--- config.mk ---
export PLATFORM = sky130hd
export DESIGN_NAME = present_key_sched_stream
export DESIGN_NICKNAME = d
export VERILOG_FILES = /design/src/rtl/present_pkg.sv /design/src/rtl/present_sbox4.sv /design/src/rtl/present_key_sched_stream.sv
export SDC_FILE = /design/constraint.sdc
export NUM_CORES = 1
export LEC_CHECK = 0
export CORE_UTILIZATION = 43
export CTS_BUF_LIST = sky130_fd_sc_hd__clkbuf_16
export DETAILED_ROUTE_END_ITERATION = 8
export PLACE_DENSITY = 0.86
export SETUP_SLACK_MARGIN = 0.15
export SLEW_MARGIN = 25
export SYNTH_ARGS = -nofsm -noshare
export SYNTH_HDL_FRONTEND = slang
export SYNTH_HIERARCHICAL = 1
export SYNTH_SLANG_ARGS = --single-unit
--- constraint.sdc ---
create_clock -name clock -period 1.7 [get_ports clock]
set_input_delay 0.34 -clock clock [delete_from_list [all_inputs] [get_ports clock]]
set_output_delay 0.34 -clock clock [all_outputs]
set_load 0.02 [all_outputs]
--- src/rtl/present_pkg.sv ---
// Shared PRESENT constants: S-box table, key-rotation amount and
// round-counter injection positions for both master key widths.
package present_pkg;

    localparam int ROUND_KEY_W  = 64;
    localparam int PRESENT_ROT  = 61;
    localparam int CTR_W        = 5;
    localparam int XOR_LSB_80   = 15;
    localparam int XOR_LSB_128  = 62;

    // Nibble n of this word is S(n); entry 0 sits in the least significant nibble.
    localparam logic [63:0] SBOX_TABLE = 64'h2174_8FE3_DA09_B65C;

    typedef enum logic {
        ST_IDLE = 1'b0,
        ST_EMIT = 1'b1
    } sched_state_e;

    function automatic logic [3:0] sbox4(input logic [3:0] x);
        return SBOX_TABLE[{x, 2'b00} +: 4];
    endfunction

    // Bit position where the 5-bit round counter is XORed into the key state.
    function automatic int ctr_xor_lsb(input int key_width);
        return (key_width == 128) ? XOR_LSB_128 : XOR_LSB_80;
    endfunction

endpackage

--- src/rtl/present_sbox4.sv ---
// Combinational 4-bit PRESENT S-box, shared by key schedule and round datapath.
module present_sbox4
    import present_pkg::*;
(
    input  logic [3:0] nib_in,
    output logic [3:0] nib_out
);

    // pure table lookup
    always_comb begin
        nib_out = sbox4(nib_in);
    end

endmodule

--- src/rtl/present_key_sched_stream.sv ---
// PRESENT key schedule that streams round keys K1..K(NUM_ROUNDS+1) over a
// valid/ready interface, tracking its own round counter.
//
//   state   | meaning
//   --------+--------------------------------------------------------
//   ST_IDLE | no schedule running; rk_valid=0, busy=0
//   ST_EMIT | round_key/round_idx hold a key awaiting rk_ready
module present_key_sched_stream
    import present_pkg::*;
#(
    parameter int KEY_WIDTH  = 80,
    parameter int NUM_ROUNDS = 31
) (
    input  logic                   clock,
    input  logic                   reset_n,
    input  logic [KEY_WIDTH-1:0]   key_in,
    input  logic                   key_load,
    output logic                   rk_valid,
    input  logic                   rk_ready,
    output logic [ROUND_KEY_W-1:0] round_key,
    output logic [5:0]             round_idx,
    output logic                   busy,
    output logic                   done
);

    localparam logic [5:0] LAST_IDX = 6'(NUM_ROUNDS + 1);
    localparam int         XOR_LSB  = ctr_xor_lsb(KEY_WIDTH);

    if (NUM_ROUNDS < 1 || NUM_ROUNDS > 31) begin : g_bad_num_rounds
        $error("present_key_sched_stream: NUM_ROUNDS must be within 1..31");
    end

    sched_state_e          fsm_q, fsm_d;
    logic [KEY_WIDTH-1:0]  state_q, state_d;
    logic [5:0]            idx_q, idx_d;
    logic                  done_q, done_d;

    logic [KEY_WIDTH-1:0]  rot;
    logic [KEY_WIDTH-1:0]  subst;
    logic [KEY_WIDTH-1:0]  ctr_mask;
    logic [KEY_WIDTH-1:0]  upd;
    logic                  xfer;

    // rotate left by 61, then substitute the top nibble(s)
    always_comb begin
        rot = {state_q[KEY_WIDTH-PRESENT_ROT-1:0], state_q[KEY_WIDTH-1:KEY_WIDTH-PRESENT_ROT]};
    end

    if (KEY_WIDTH == 80) begin : g_k80
        logic [3:0] sb_hi;
        present_sbox4 u_sbox_hi (
            .nib_in  (rot[KEY_WIDTH-1 -: 4]),
            .nib_out (sb_hi)
        );
        // only the top nibble passes through the S-box for 80-bit keys
        always_comb begin
            subst = {sb_hi, rot[KEY_WIDTH-5:0]};
        end
    end else if (KEY_WIDTH == 128) begin : g_k128
        logic [3:0] sb_hi;
        logic [3:0] sb_lo;
        present_sbox4 u_sbox_hi (
            .nib_in  (rot[KEY_WIDTH-1 -: 4]),
            .nib_out (sb_hi)
        );
        present_sbox4 u_sbox_lo (
            .nib_in  (rot[KEY_WIDTH-5 -: 4]),
            .nib_out (sb_lo)
        );
        // the top two nibbles pass through the S-box for 128-bit keys
        always_comb begin
            subst = {sb_hi, sb_lo, rot[KEY_WIDTH-9:0]};
        end
    end else begin : g_bad_key_width
        $error("present_key_sched_stream: KEY_WIDTH must be 80 or 128");
    end

    // inject the index of the key just consumed; this produces the next key
    always_comb begin
        ctr_mask = KEY_WIDTH'(idx_q[CTR_W-1:0]) << XOR_LSB;
        upd      = subst ^ ctr_mask;
    end

    // next-state: load beats transfer, last transfer ends with a done pulse
    always_comb begin
        fsm_d   = fsm_q;
        state_d = state_q;
        idx_d   = idx_q;
        done_d  = 1'b0;
        xfer    = (fsm_q == ST_EMIT) && rk_ready;

        if (key_load) begin
            fsm_d   = ST_EMIT;
            state_d = key_in;
            idx_d   = 6'd1;
        end else if (xfer) begin
            if (idx_q == LAST_IDX) begin
                // round_key and round_idx keep showing the final key
                fsm_d  = ST_IDLE;
                done_d = 1'b1;
            end else begin
                state_d = upd;
                idx_d   = idx_q + 6'd1;
            end
        end
    end

    // register all schedule state; async reset clears every output at once
    always_ff @(posedge clock or negedge reset_n) begin
        if (!reset_n) begin
            fsm_q   <= ST_IDLE;
            state_q <= '0;
            idx_q   <= '0;
            done_q  <= 1'b0;
        end else begin
            fsm_q   <= fsm_d;
            state_q <= state_d;
            idx_q   <= idx_d;
            done_q  <= done_d;
        end
    end

    // every output is a flop or a direct slice of one
    always_comb begin
        rk_valid  = (fsm_q == ST_EMIT);
        busy      = (fsm_q == ST_EMIT);
        round_key = state_q[KEY_WIDTH-1 -: ROUND_KEY_W];
        round_idx = idx_q;
        done      = done_q;
    end

endmodule
==> flow_metrics.env <==
export IMPL_endpoint_kind="register"
export IMPL_drive_gt1_frac=0.259
export IMPL_gp_congestion=0.864
export IMPL_cts_clk_slew_worst_paths_ns=0.07
export IMPL_synth_edff_count=0
export IMPL_p_leak_nw=2.78
export IMPL_rsz0062_at_grt="yes"
export IMPL_utilization=0.642
export IMPL_finalWirelength_microns=18200
export IMPL_clk_latency_ns=0.34
export IMPL_start_util=0.446
export IMPL_io_buffer_count=156
export IMPL_grt_pass1_vias=5085
export IMPL_crit_arrival_ns=2.10
export IMPL_avgSynthCellArea_sq_um=9.92
export IMPL_setup_ws_ns=-0.189
export IMPL_fp_row_count=39
export IMPL_synthXorXnorAreaFrac=0.0102
export IMPL_worstSetupPathType="reg2reg"
export IMPL_die_w_microns=111
export IMPL_whs_ns=0.490
export IMPL_synth_seq_cells=88
export IMPL_synth_simple_gate_area_frac=0.0853
export IMPL_cp_max_fo=85
export IMPL_powerDensity_nw_per_um2=854
export IMPL_ant_nets=0
export IMPL_outcome="complete, but fails checks"
export IMPL_clockBufferDepth=2
export IMPL_crit_family="simple AND/OR/NAND/NOR gates"
export IMPL_worst_path_buf_inv=1
export IMPL_die_h_microns=111
export IMPL_cts_tree="built"
export IMPL_drc=40
export IMPL_yosysMostFrequentCell="dfrtp_1"
export IMPL_multi_input_area_sq_um=2780
export IMPL_synth_top_cells_by_count="88 x dfrtp_1, 78 x nor2_1, 76 x o32ai_1, 65 x buf_4, 64 x a221oi_1"
export IMPL_dpl_hpwl_microns=11400
export IMPL_die_area_sq_um=12400
export IMPL_fin_nets=689
export IMPL_crit_slowest_cell="or4_4"
export IMPL_timing_fmax_mhz=529
export IMPL_initialDrtViolationCount=537
export IMPL_synth_top_family_by_area="compound AO/OA/AOI/OAI gates"
export IMPL_regArea_sq_um=2210
export IMPL_synth_compound_gate_area_share=0.300
export IMPL_avgViaCountPerCell=6.75
export IMPL_failed_checks="DRC, setup timing"
export IMPL_async_reset_ff_frac=1.00
export IMPL_cap_violations=0
export IMPL_wl_per_cell_microns=24.4
export IMPL_worst_pin_slew_ns=0.487
export IMPL_coreArea_sq_um=11500
export IMPL_ir_drop_mv=0.556
export IMPL_ys_flop_type="dfrtp_1"
export IMPL_hold_viol=0
export IMPL_synth_mux_area_frac=0.0107
export IMPL_postLayoutCellArea_sq_um=7390
export IMPL_p_total_mw=6.31
export IMPL_netlist_instances=518
export IMPL_max_slew_margin=0.674
export IMPL_htree_levels=3
export IMPL_synth_seq_area_share=0.429
export IMPL_dpl_cell_area_sq_um=6570
export IMPL_grt_pass1_wl_microns=28600
export IMPL_antenna_found_initial=0
export IMPL_cp_required_ns=1.91
export IMPL_hp_class="in2async"
export IMPL_area_growth_pct=44.0
export IMPL_finalNonFillerCells=747
export IMPL_crit_chain="or4_4 -> buf_12 -> o32ai_1 -> a221oi_2"
export IMPL_cts_made_buffers=9
export IMPL_synth_area_leaders="dfrtp_1 43%, o32ai_1 13%, a221oi_1 11%"
export IMPL_finClkSkew_ns=0.00929
export IMPL_yosysTopAreaCell="dfrtp_1"
export IMPL_place_inst=725
export IMPL_period_share=1.11
export IMPL_fillers=866
export IMPL_max_stage_delay_ns=0.54
export IMPL_crit_path_start_kind="register"
export IMPL_period_needed_ns=1.89
export IMPL_slew_violations=0
export IMPL_pin_count=157
export IMPL_vias=5039
export IMPL_syn_nets=609
export IMPL_grt_use_total=0.298
export IMPL_synth_fa_ha_area_frac=0.0171
export IMPL_drt_pass1_iter_count=7
export IMPL_pre_cts_slack_ns=-0.464
export IMPL_grt_max_degree=86
export IMPL_netlist_area_sq_um=5140
export IMPL_finalSetupViolCount=80
export IMPL_ys_warn_count=6
export IMPL_setup_tns_ns=-8.23
export IMPL_cts_root_buf="clkbuf_16"
export IMPL_synthDistinctLibCells=40
export IMPL_clkSinkCount=88
export IMPL_synth_top_cell_area_share=0.429
export IMPL_overflow=0
-- worst paths after layout --
kind,end,slack [ns],startpoint,depth (start not counted)
hold / removal,state_q[74]$_DFFE_PN0P_,0.49,reset_n,2
max in group asynchronous,state_q[71]$_DFFE_PN0P_,0.68,reset_n,3
setup reg to reg,state_q[27]$_DFFE_PN0P_,-0.19,round_idx[4]$_DFFE_PN0P_,4
setup / recovery,state_q[27]$_DFFE_PN0P_,-0.19,round_idx[4]$_DFFE_PN0P_,4
min in group clock,busy$_DFFE_PN0P_,0.61,key_load,4
hold reg to reg,round_idx[5]$_DFFE_PN0P_,0.64,round_idx[5]$_DFFE_PN0P_,2
-- power by group --
group | switching, mW | leakage [nW] | internal (mW)
clock network | 0.882 | 0.145 | 1.14
logic | 1.01 | 1.65 | 0.776
registers | 0.201 | 0.983 | 2.31
-- flip-flops by register name, summed over array words and instances, names as in the netlist --
| register | flops |
|---|---|
| busy | 1 |
| round_idx | 6 |
| done | 1 |
| state_q | 80 |
-- routing by layer --
layer  vias up  global-route usage  wire length, microns
met5         -                   0                     0
met3        41              0.0705                  1820
met2       328               0.497                  9070
li1       2153                   -                     -
met4         0               0.129                   571
met1      2517               0.369                  6790
-- timing repair --
item,4_1_cts,5_1_grt
pin swaps,6,1
setup endpoints to repair,158,94
resized for setup,150,17
gates cloned,3,0
hold buffers,1,0
buffers inserted,1,0
hold endpoints to repair,31,0
-- cell type report --
| class | count | area share |
|---|---|---|
| multi-input combinational | 301 | 0.376 |
| sequential | 88 | 0.298 |
| timing repair buffer | 190 | 0.256 |
| clock buffer | 9 | 0.0305 |
| tap | 143 | 0.0242 |
| clock inverter | 7 | 0.00964 |
| inverter | 8 | 0.00406 |
| antenna | 1 | 0.000338 |
-- kinds of logic after synthesis --
logic type,count (synthesis)
AO/OA/AOI/OAI,179
adder cells (fa/ha/maj),7
flip-flops,88
buffers and inverters,129
multiplexers,3
AND/OR/NAND/NOR,106
XOR/XNOR,6
-- placed cells by master, fill, tap and decap left out, types with 2 or more instances in the layout --
cell type | Yosys | routed
buf_4 | 65 | 21
a221oi_1 | 64 | 3
clkbuf_2 | 0 | 3
nand3_1 | 2 | 2
buf_12 | 0 | 9
nand2_2 | 0 | 2
dfrtp_1 | 88 | 84
a21oi_1 | 4 | 4
xor2_1 | 5 | 5
o32ai_1 | 76 | 59
o21ai_0 | 5 | 5
dfrtp_2 | 0 | 4
a221oi_4 | 0 | 2
a211oi_2 | 0 | 9
clkdlybuf4s50_1 | 0 | 81
nand2_1 | 8 | 6
or3_1 | 2 | 2
clkdlybuf4s15_1 | 0 | 4
inv_1 | 7 | 8
o32ai_2 | 0 | 17
ha_1 | 7 | 7
nor2_1 | 78 | 78
clkbuf_16 | 0 | 9
buf_16 | 0 | 2
mux4_2 | 2 | 2
o311a_1 | 5 | 5
o32a_1 | 5 | 5
dlygate4sd2_1 | 0 | 66
clkinv_4 | 0 | 2
nor3_1 | 10 | 9
a221oi_2 | 2 | 61
No activity file was read; power rests on OpenSTA's default activity.
